===== src/rtl/irq_controller.sv =====
// Prioritised interrupt controller: per-source synchroniser and edge detect, edge/level
// pending logic with masking, and a REQ/ACK/EOI handshake toward the CPU.

module irq_sync_lane #(
    parameter int SYNC_STAGES = 2
) (
    input  logic clk,
    input  logic reset,
    input  logic irq,
    output logic s,
    output logic rise
);
    logic [SYNC_STAGES-1:0] chain;
    logic                   s_d;

    // rise is registered so that pending lands one edge after the edge detect
    always_ff @(posedge clk or posedge reset) begin
        if (reset) begin
            chain <= '0;
            s_d   <= 1'b0;
            rise  <= 1'b0;
        end else begin
            chain[0] <= irq;
            for (int j = 1; j < SYNC_STAGES; j++) chain[j] <= chain[j-1];
            s_d  <= chain[SYNC_STAGES-1];
            rise <= chain[SYNC_STAGES-1] & ~s_d;
        end
    end

    assign s = chain[SYNC_STAGES-1];
endmodule

module irq_controller #(
    parameter int                 NUM_IRQ     = 8,
    parameter int                 IDW         = 3,
    parameter int                 SYNC_STAGES = 2,
    parameter logic [NUM_IRQ-1:0] RESET_MODE  = '1
) (
    input  logic               clk,
    input  logic               reset,
    input  logic [NUM_IRQ-1:0] irq_in,
    input  logic [1:0]         reg_addr,
    input  logic               reg_we,
    input  logic [NUM_IRQ-1:0] reg_wdata,
    output logic [31:0]        reg_rdata,
    output logic               int_req,
    output logic [IDW-1:0]     int_id,
    input  logic               int_ack,
    input  logic               int_eoi
);
    localparam logic [1:0] IDLE    = 2'd0;
    localparam logic [1:0] REQ     = 2'd1;
    localparam logic [1:0] SERVICE = 2'd2;

    logic [1:0]         state;
    logic [NUM_IRQ-1:0] s, rise;
    logic [NUM_IRQ-1:0] mask_q, mode_q, pend_q;
    logic [NUM_IRQ-1:0] mode_d, pend_d, clr;
    logic [NUM_IRQ-1:0] pending, eligible, id_oh;
    logic [IDW-1:0]     sel_id, in_service_id;
    logic               wr_mask, wr_mode, wr_pend, ack_fire, drop;
    logic [7+IDW:0]     status_w;

    for (genvar g = 0; g < NUM_IRQ; g++) begin : g_lane
        irq_sync_lane #(.SYNC_STAGES(SYNC_STAGES)) u_lane (
            .clk   (clk),
            .reset (reset),
            .irq   (irq_in[g]),
            .s     (s[g]),
            .rise  (rise[g])
        );
    end

    // Level channels bypass pend_q entirely; pend_q is held at zero for them.
    assign pending  = (pend_q & mode_q) | (s & ~mode_q);
    assign eligible = pending & mask_q;
    assign id_oh    = NUM_IRQ'(1) << int_id;

    assign wr_mask  = reg_we && (reg_addr == 2'd0);
    assign wr_mode  = reg_we && (reg_addr == 2'd1);
    assign wr_pend  = reg_we && (reg_addr == 2'd2);
    assign ack_fire = (state == REQ) && int_ack;

    // Request is withdrawn if its channel gets masked or its level source goes away.
    assign drop = !(|(id_oh & mask_q)) || (|(id_oh & ~mode_q & ~s));

    always_comb begin
        sel_id = '0;
        for (int i = NUM_IRQ - 1; i >= 0; i--) begin
            if (eligible[i]) sel_id = IDW'(i);
        end
    end

    // Sets take priority over clears; bits entering edge mode start cleared and only
    // see rises detected while already in edge mode.
    always_comb begin
        mode_d = wr_mode ? reg_wdata : mode_q;
        clr    = '0;
        if (wr_pend)  clr = clr | reg_wdata;
        if (ack_fire) clr = clr | id_oh;
        pend_d = ((pend_q & ~clr) | (rise & mode_q)) & mode_d;
    end

    always_ff @(posedge clk or posedge reset) begin
        if (reset) begin
            mask_q <= '0;
            mode_q <= RESET_MODE;
            pend_q <= '0;
        end else begin
            if (wr_mask) mask_q <= reg_wdata;
            mode_q <= mode_d;
            pend_q <= pend_d;
        end
    end

    always_ff @(posedge clk or posedge reset) begin
        if (reset) begin
            state         <= IDLE;
            int_req       <= 1'b0;
            int_id        <= '0;
            in_service_id <= '0;
        end else begin
            case (state)
                IDLE: begin
                    if (|eligible) begin
                        int_id  <= sel_id;
                        int_req <= 1'b1;
                        state   <= REQ;
                    end
                end
                REQ: begin
                    if (int_ack) begin
                        int_req       <= 1'b0;
                        in_service_id <= int_id;
                        state         <= SERVICE;
                    end else if (drop) begin
                        int_req <= 1'b0;
                        state   <= IDLE;
                    end
                end
                SERVICE: begin
                    if (int_eoi) state <= IDLE;
                end
                default: begin
                    int_req <= 1'b0;
                    state   <= IDLE;
                end
            endcase
        end
    end

    assign status_w = {in_service_id, 6'b0, state == SERVICE, int_req};

    always_ff @(posedge clk or posedge reset) begin
        if (reset) begin
            reg_rdata <= '0;
        end else begin
            case (reg_addr)
                2'd0:    reg_rdata <= 32'(mask_q);
                2'd1:    reg_rdata <= 32'(mode_q);
                2'd2:    reg_rdata <= 32'(pending);
                default: reg_rdata <= 32'(status_w);
            endcase
        end
    end
endmodule


===== config.mk =====
export PLATFORM = sky130hd
export DESIGN_NAME = irq_controller
export DESIGN_NICKNAME = d
export VERILOG_FILES = /design/src/rtl/irq_controller.sv
export SDC_FILE = /design/constraint.sdc
export NUM_CORES = 1
export LEC_CHECK = 0
export ABC_CLOCK_PERIOD_IN_PS = 3200
export CAP_MARGIN = 20
export CORE_MARGIN = 4
export CORE_UTILIZATION = 25
export DETAILED_ROUTE_END_ITERATION = 7
export GPL_ROUTABILITY_DRIVEN = 0
export PLACE_DENSITY_LB_ADDON = 0.2
export SLEW_MARGIN = 20
export SYNTH_ARGS = -nofsm -noshare
export SYNTH_HDL_FRONTEND = slang
export SYNTH_SLANG_ARGS = --single-unit

===== constraint.sdc =====
create_clock -name clk -period 3.2 [get_ports clk]
set_input_delay 0.64 -clock clk [delete_from_list [all_inputs] [get_ports clk]]
set_output_delay 0.64 -clock clk [all_outputs]
set_load 0.01 [all_outputs]

==> results of run 1 <==
[Yosys cell counts (all sizes together)]
cell / count / area [um^2]
dfrtp: 68 / 1700
nand2: 34 / 130
buf: 28 / 203
a21oi: 22 / 110
mux2: 15 / 180
nor2: 15 / 72.6
o21ai: 14 / 73.8
inv: 13 / 48.8
nor2b: 12 / 75.1
dfstp: 8 / 210
nor3: 8 / 40.0
mux2i: 6 / 60.1
o22ai: 6 / 37.5
a31oi: 5 / 31.3
and2: 5 / 31.3
nand2b: 5 / 31.3
o211ai: 5 / 37.5
a21boi: 3 / 26.3
and3: 3 / 18.8
clkbuf: 3 / 11.3
nand3: 3 / 15.0
o31a: 3 / 26.3
a221oi: 2 / 17.5
nand3b: 2 / 27.5
nand4: 2 / 12.5
nor3b: 2 / 26.3
o21a: 2 / 15.0
o22a: 2 / 17.5
o41ai: 2 / 17.5
a211o: 1 / 8.76
a2bb2oi: 1 / 15.0
a32oi: 1 / 8.76
a41o: 1 / 10.0
conb: 1 / 3.75
mux4: 1 / 22.5
nor4b: 1 / 8.76
o311ai: 1 / 8.76
or2: 1 / 6.26
or3: 1 / 6.26
[power groups by stage]
stage | sequential [uW] | combinational [uW] | clock [uW]
floorplan | 1240 | 468 | 0
global placement | 1310 | 663 | 0
detailed placement | 1310 | 665 | 0
CTS | 1300 | 668 | 1010
global route | 1320 | 728 | 1040
finish | 1300 | 661 | 967
[kinds of logic (layout without fill, tap and decap cells)]
group,count (synthesis),in the layout,synth area share
multiplexers,22,22,0.0772
buffers and inverters,44,71,0.0772
flip-flops,76,76,0.562
other,1,21,0.00110
AND/OR/NAND/NOR,94,94,0.147
AO/OA/AOI/OAI,71,71,0.136
[worst register-to-register path: stages, from the launching register on]
cell and delay (ps):
dfstp_2 580, mux2i_1 260, nand2b_1 190, nand4_1 160, o21ai_2 250, mux2_1 340
[state kept, by name, indices dropped and copies added, names as in the netlist]
register,cells
g_lane.u_lane.chain,16
g_lane.u_lane.rise,8
g_lane.u_lane.s_d,8
in_service_id,3
int_id,3
int_req,1
mask_q,8
mode_q,8
pend_q,8
reg_rdata,11
state,2
[through the flow]
step	area (um^2)	power (uW)	setup WS, ps	hold WS, ps	std cells
final	4190	2930	886	346	531
after global routing	4190	3090	724	351	531
after CTS	4190	2970	854	348	531
after detailed placement	3910	1980	546	335	515
after global placement	3910	1970	591	332	515
after floorplan	3480	1710	635	331	328
[cells in the final DEF (no fill, tap or decap), types with 4 or more instances in the layout]
cell and count:
buf_4 4, nor2_1 14, dfstp_2 8, o22ai_1 6, inv_1 11, mux2i_1 6, dfrtp_1 68, a21oi_1 22
clkbuf_1 4, and2_1 5, o21ai_0 5, mux2_2 4, nand2b_1 5, nor2b_1 12, clkdlybuf4s50_1 37, a31oi_1 5
o21ai_1 8, clkbuf_16 9, conb_1 21, mux2_1 8, nand2_1 33, nor3_1 8, o211ai_1 5
[per-layer routing]
layer | share of wire | up-vias | global-route usage
li1 | - | 1119 | -
met1 | 0.47 | 1123 | 0.147
met2 | 0.46 | 70 | 0.162
met3 | 0.061 | 6 | 0.0386
met4 | 0.012 | 0 | 0.0413
met5 | 0 | - | 0
[layout make-up]
| type | instances | area [um^2] |
|---|---|---|
| inverter | 13 | 48.8 |
| clock buffer | 13 | 240 |
| fill | 1367 | 9110 |
| tap | 176 | 220 |
| multi-input combinational | 208 | 1310 |
| sequential | 76 | 1910 |
| timing repair buffer | 42 | 420 |
| clock inverter | 3 | 40.0 |
[final timing paths]
check	startpoint	end	depth (start not counted)
max	int_id[1]	int_id[1]	1
min	g_lane[2].u_lane.chain[0]	g_lane[2].u_lane.chain[1]	0
max reg2reg	mode_q[2]	int_id[1]	5
min reg2reg	g_lane[2].u_lane.chain[0]	g_lane[2].u_lane.chain[1]	0
max in group asynchronous	reset	mode_q[4]	3
min in group asynchronous	reset	g_lane[3].u_lane.chain[0]	3
==> metrics.md, run 1 <==
| Metric | Value |
|---|---|
| I/O pin count | 59 |
| Register-to-Register Setup Slack | 1300 ps |
| Pwr per Cell Area | 699 nW/um^2 |
| Nets | 373 |
| Number of hold buffers added after cts | 0 |
| Critical path class | reg2out |
| Critical Path End Type | output port |
| Ratio of cells with drive above 1 in the final layout | 0.118 |
| Vias in the first global route | 2,300 |
| Power spent charging and discharging nets | 878 uW |
| Number of failing hold endpoints at the final stage | 0 |
| Type of origin of the critical path | flip-flop |
| Overflow after GRT | 0 |
| Transition time of the tightest slew-check pin | 646 ps |
| Source-to-sink clock delay at the later pin of the worst-skew pair | 330 ps |
| Number of standard-cell rows in the floorplan | 42 |
| GRT Util Overall | 0.109 |
| CP max-delay cell | dfrtp_1 |
| Post-layout minimum cycle time | 2310 ps |
| Synth warn | 0 |
| Number of DRC violations after detailed routing | 0 |
| WL per Instance | 15.3 um |
| Final core area utilization | 0.315 |
| Count of maximum capacitance violations | 0 |
| Crit-path leading delay family | flip-flops |
| Data required time at the worst endpoint | 2560 ps |
| Number of H-tree levels | 3 |
| First-pass GRT wire length | 13.2 mm |
| Hold Path Class | reg2reg |
| Initial antenna violation count | 0 |
| Leak Pwr | 0.00180 uW |
| Worst Path Buf+Inv | 1 |
| Horiz. Die Dim | 125 um |
| TritonCTS Buffers | 9 |
| # setup viols final | 0 |
| Residual antenna-violating net count after detailed routing | 0 |
| CTS clk-pin slew, worst paths | 50 ps |
| Number of slew-limit violations in the final report | 0 |
| Final Skew | 7.41 ps |
| Relative contribution of the clock network to total power | 0.330 |
| Cell area after synthesis | 3400 um^2 |
| Vias after detailed routing | 2,318 |
| Effective utilization at floorplan | 0.256 |
| Library cells used by synthesis | 52 |
| Number of setup buffers added after CTS | 0 |
| Sequential group share of total power | 0.444 |
| Total Negative Setup Slacks | 0 ps |
| Dpl hpwl | 5.80 mm |
| CTS tree | built |
| Peak ir drop on the vdd network | 0.292 mV |
| Internal cell power | 2050 uW |
| Floorplan core area | 13,300 um^2 |
| Synthesis-to-finish area growth | 23.0% |
| RSZ-0062 raised after global routing | no |
| CTS Sinks | 76 |
| Avg Synthesized Cell Area | 11.1 um^2 |
| Clock Path Buffers | 2 |
| Total of flip-flops plus latches after synthesis | 76 |
| Final clock period utilization by the worst path | 0.723 |
| Antenna cell count | 0 |
| Result of the run | completed |
| Part of the power in combinational logic | 0.226 |
| Total Routed Length | 8.11 mm |
| Height of the die | 125 um |
| Worst max-slew margin expressed relative to the limit | 0.568 |
| Synthesized instance count | 308 |
| Number of buffer cells added on primary ports | 37 |
| Largest net degree at the start of global routing | 77 |
| Series of cell instances along the critical path | clkdlybuf4s50_1 |
| Sw Share | 0.300 |
| CP arrival | 1670 ps |
| Root Buffer Master | clkbuf_16 |
| Pre-antenna DRT Iters | 4 |
| # resized after CTS | 0 |
| Full die area | 15,500 um^2 |
| Drt first-iter violations | 154 |
| Maximum fanout encountered on the critical timing path | 15 |
| Register area share after synthesis | 0.562 |
| Highest clock rate | 432 MHz |
| Ratio of routed vias to standard cells | 4.37 |
| CP max stage delay | 700 ps |
(Power assumes the default switching activity.)
==> inputs of run 2 (changes only) <==
--- a/config.mk
+++ b/config.mk
@@ -5,7 +5,7 @@
 export SDC_FILE = /design/constraint.sdc
 export NUM_CORES = 1
 export LEC_CHECK = 0
-export ABC_CLOCK_PERIOD_IN_PS = 3200
+export ABC_CLOCK_PERIOD_IN_PS = 2400
 export CAP_MARGIN = 20
 export CORE_MARGIN = 4
 export CORE_UTILIZATION = 25
==> constraint.sdc (replaced) <==
create_clock -name clk -period 2.4 [get_ports clk]
set_input_delay 0.48 -clock clk [delete_from_list [all_inputs] [get_ports clk]]
set_output_delay 0.48 -clock clk [all_outputs]
set_load 0.01 [all_outputs]
==> metrics.md, run 2 (synthesized netlist as in run 1, its figures left out) <==
| Metric | Value |
|---|---|
| Result of the run | completed |
| Dpl hpwl | 6.13 mm |
| Highest routing layer actually used | met4 |
| Overflow after GRT | 0 |
| Floorplan core area | 13,300 um^2 |
| Relative contribution of the clock network to total power | 0.324 |
| Series of cell instances along the critical path | clkdlybuf4s50_1 |
| Critical Path End Type | output port |
| Final clock period utilization by the worst path | 0.847 |
| Synthesis-to-finish area growth | 24.7% |
| Number of setup buffers added after CTS | 0 |
| Min-Delay Endpoint | g_lane[1].u_lane.chain[1] |
| Hold Path Depth | 0 |
| Routed length on met2 | 3.65 mm |
| Hold path startpoint | g_lane[1].u_lane.chain[0] |
| Worst slack on hold paths | 344 ps |
| Pre-antenna DRT Iters | 4 |
| Count of placed standard cells in the final layout, fillers left out | 538 |
| Number of DRC violations after detailed routing | 0 |
| # setup viols final | 0 |
| Antenna cell count | 0 |
| Total Routed Length | 8.31 mm |
| Initial antenna violation count | 0 |
| Number of standard-cell rows in the floorplan | 42 |
| Part of the power in combinational logic | 0.237 |
| Critical path class | reg2out |
| CTS tree | built |
| Vias after detailed routing | 2,374 |
| Clock Path Buffers | 2 |
| Crit-path leading delay family | buffers and inverters |
| Nets | 380 |
| Height of the die | 125 um |
| Ratio of cells with drive above 1 in the final layout | 0.138 |
| Cell count after placement | 522 |
| R2R Path Start | mode_q[1] |
| R2r worst-path depth | 5 |
| Worst Path Buf+Inv | 1 |
| Number of slew-limit violations in the final report | 0 |
| I/O pin count | 59 |
| Peak ir drop on the vdd network | 0.307 mV |
| Largest register by flop count | g_lane.u_lane.chain |
| Hold Path Class | reg2reg |
| CP max-delay cell | clkdlybuf4s50_1 |
| Summed area of non-filler cells in the final layout | 4250 um^2 |
| Internal cell power | 2730 uW |
| Worst max-slew margin expressed relative to the limit | 0.647 |
| Post-layout minimum cycle time | 2030 ps |
| Length of routed met3 wiring | 420 um |
| Source-to-sink clock delay at the later pin of the worst-skew pair | 330 ps |
| RSZ-0062 raised after global routing | no |
| Pwr per Cell Area | 920 nW/um^2 |
| CP max stage delay | 620 ps |
| # resized after CTS | 0 |
| CTS Sinks | 76 |
| Vias in the first global route | 2,372 |
| FF-to-FF End | int_id[1] |
| Most common cell after layout, fill and taps aside | dfrtp_1 |
| Final Skew | 4.54 ps |
| Number of hold buffers added after cts | 0 |
| Root Buffer Master | clkbuf_16 |
| Leak Pwr | 0.00183 uW |
| Drt first-iter violations | 124 |
| Transition time of the tightest slew-check pin | 529 ps |
| CP arrival | 1550 ps |
| Full die area | 15,500 um^2 |
| Number of H-tree levels | 3 |
| Register-to-Register Setup Slack | 470 ps |
| CTS clk-pin slew, worst paths | 60 ps |
| TritonCTS Buffers | 9 |
| Number of failing hold endpoints at the final stage | 0 |
| Number of buffer cells added on primary ports | 37 |
| Effective utilization at floorplan | 0.256 |
| Top flop regs | g_lane.u_lane.chain x16, reg_rdata x11 |
| First-pass GRT wire length | 13.3 mm |
| Commonest cells after routing, fill and taps aside | 68 x dfrtp_1, 37 x clkdlybuf4s50_1, 33 x nand2_1 |
| Horiz. Die Dim | 125 um |
| Sequential group share of total power | 0.438 |
| Highest clock rate | 492 MHz |
| Ratio of routed vias to standard cells | 4.41 |
| Residual antenna-violating net count after detailed routing | 0 |
| Maximum fanout encountered on the critical timing path | 10 |
| Post-detailed-placement cell area | 3960 um^2 |
| GRT Util Overall | 0.111 |
| Number of flip-flops under the largest register name | 16 |
| Count of maximum capacitance violations | 0 |
| Total Negative Setup Slacks | 0 ps |
| Type of origin of the critical path | flip-flop |
| Metal-1 WL | 4.08 mm |
| Data required time at the worst endpoint | 1920 ps |
| WL per Instance | 15.4 um |
| Power spent charging and discharging nets | 1170 uW |
| Largest net degree at the start of global routing | 40 |
| Sw Share | 0.300 |
==> run 2: power by group through the flow <==
stage	sequential, uW	combinational [uW]	clock [uW]
finish	1710	927	1270
CTS	1710	939	1320
detailed placement	1730	934	0
global route	1740	1020	1380
global placement	1730	928	0
floorplan	1660	625	0
==> run 2: worst max-delay path by stage <==
stage	endpoint	slack (ps)	depth (start not counted)	startpoint
finish	int_id[2]	370	1	int_id[2]
global route	int_id[1]	330	5	mode_q[2]
CTS	int_id[0]	370	1	int_id[0]
detailed placement	pend_q[5]	180	7	reg_addr[0]
global placement	pend_q[5]	230	7	reg_addr[0]
floorplan	int_id[0]	660	5	mode_q[1]
==> run 2: final cells by class <==
type / count / area (um^2)
flip-flops and latches: 76 / 1910
multi-input cells: 208 / 1310
clock buffers: 15 / 278
fillers: 1390 / 9050
inverters: 13 / 52.6
well taps: 176 / 220
repair buffers: 49 / 473
clock inverters: 1 / 5.00
==> run 2: metal layers <==
layer | global-route usage | vias to the layer above
met1 | 0.154 | 1158
met3 | 0.0309 | 12
met2 | 0.163 | 72
li1 | - | 1132
met5 | 0 | -
met4 | 0.0464 | 0
==> run 2: per-stage QoR <==
stage | utilization | total power, uW | setup slack, ps
floorplan | - | 2280 | 663
global placement | 0.298 | 2660 | 225
global route | 0.319 | 4130 | 326
detailed placement | 0.298 | 2670 | 175
CTS | 0.319 | 3970 | 370
finish | 0.319 | 3910 | 368
==> run 2: worst reg2reg max path, cell delays in order (launching register included) <==
cell     delay [ps]
dfstp_2         580
mux2_2          360
nand2_1         110
nand4_1         160
o21ai_2         260
mux2_1          350
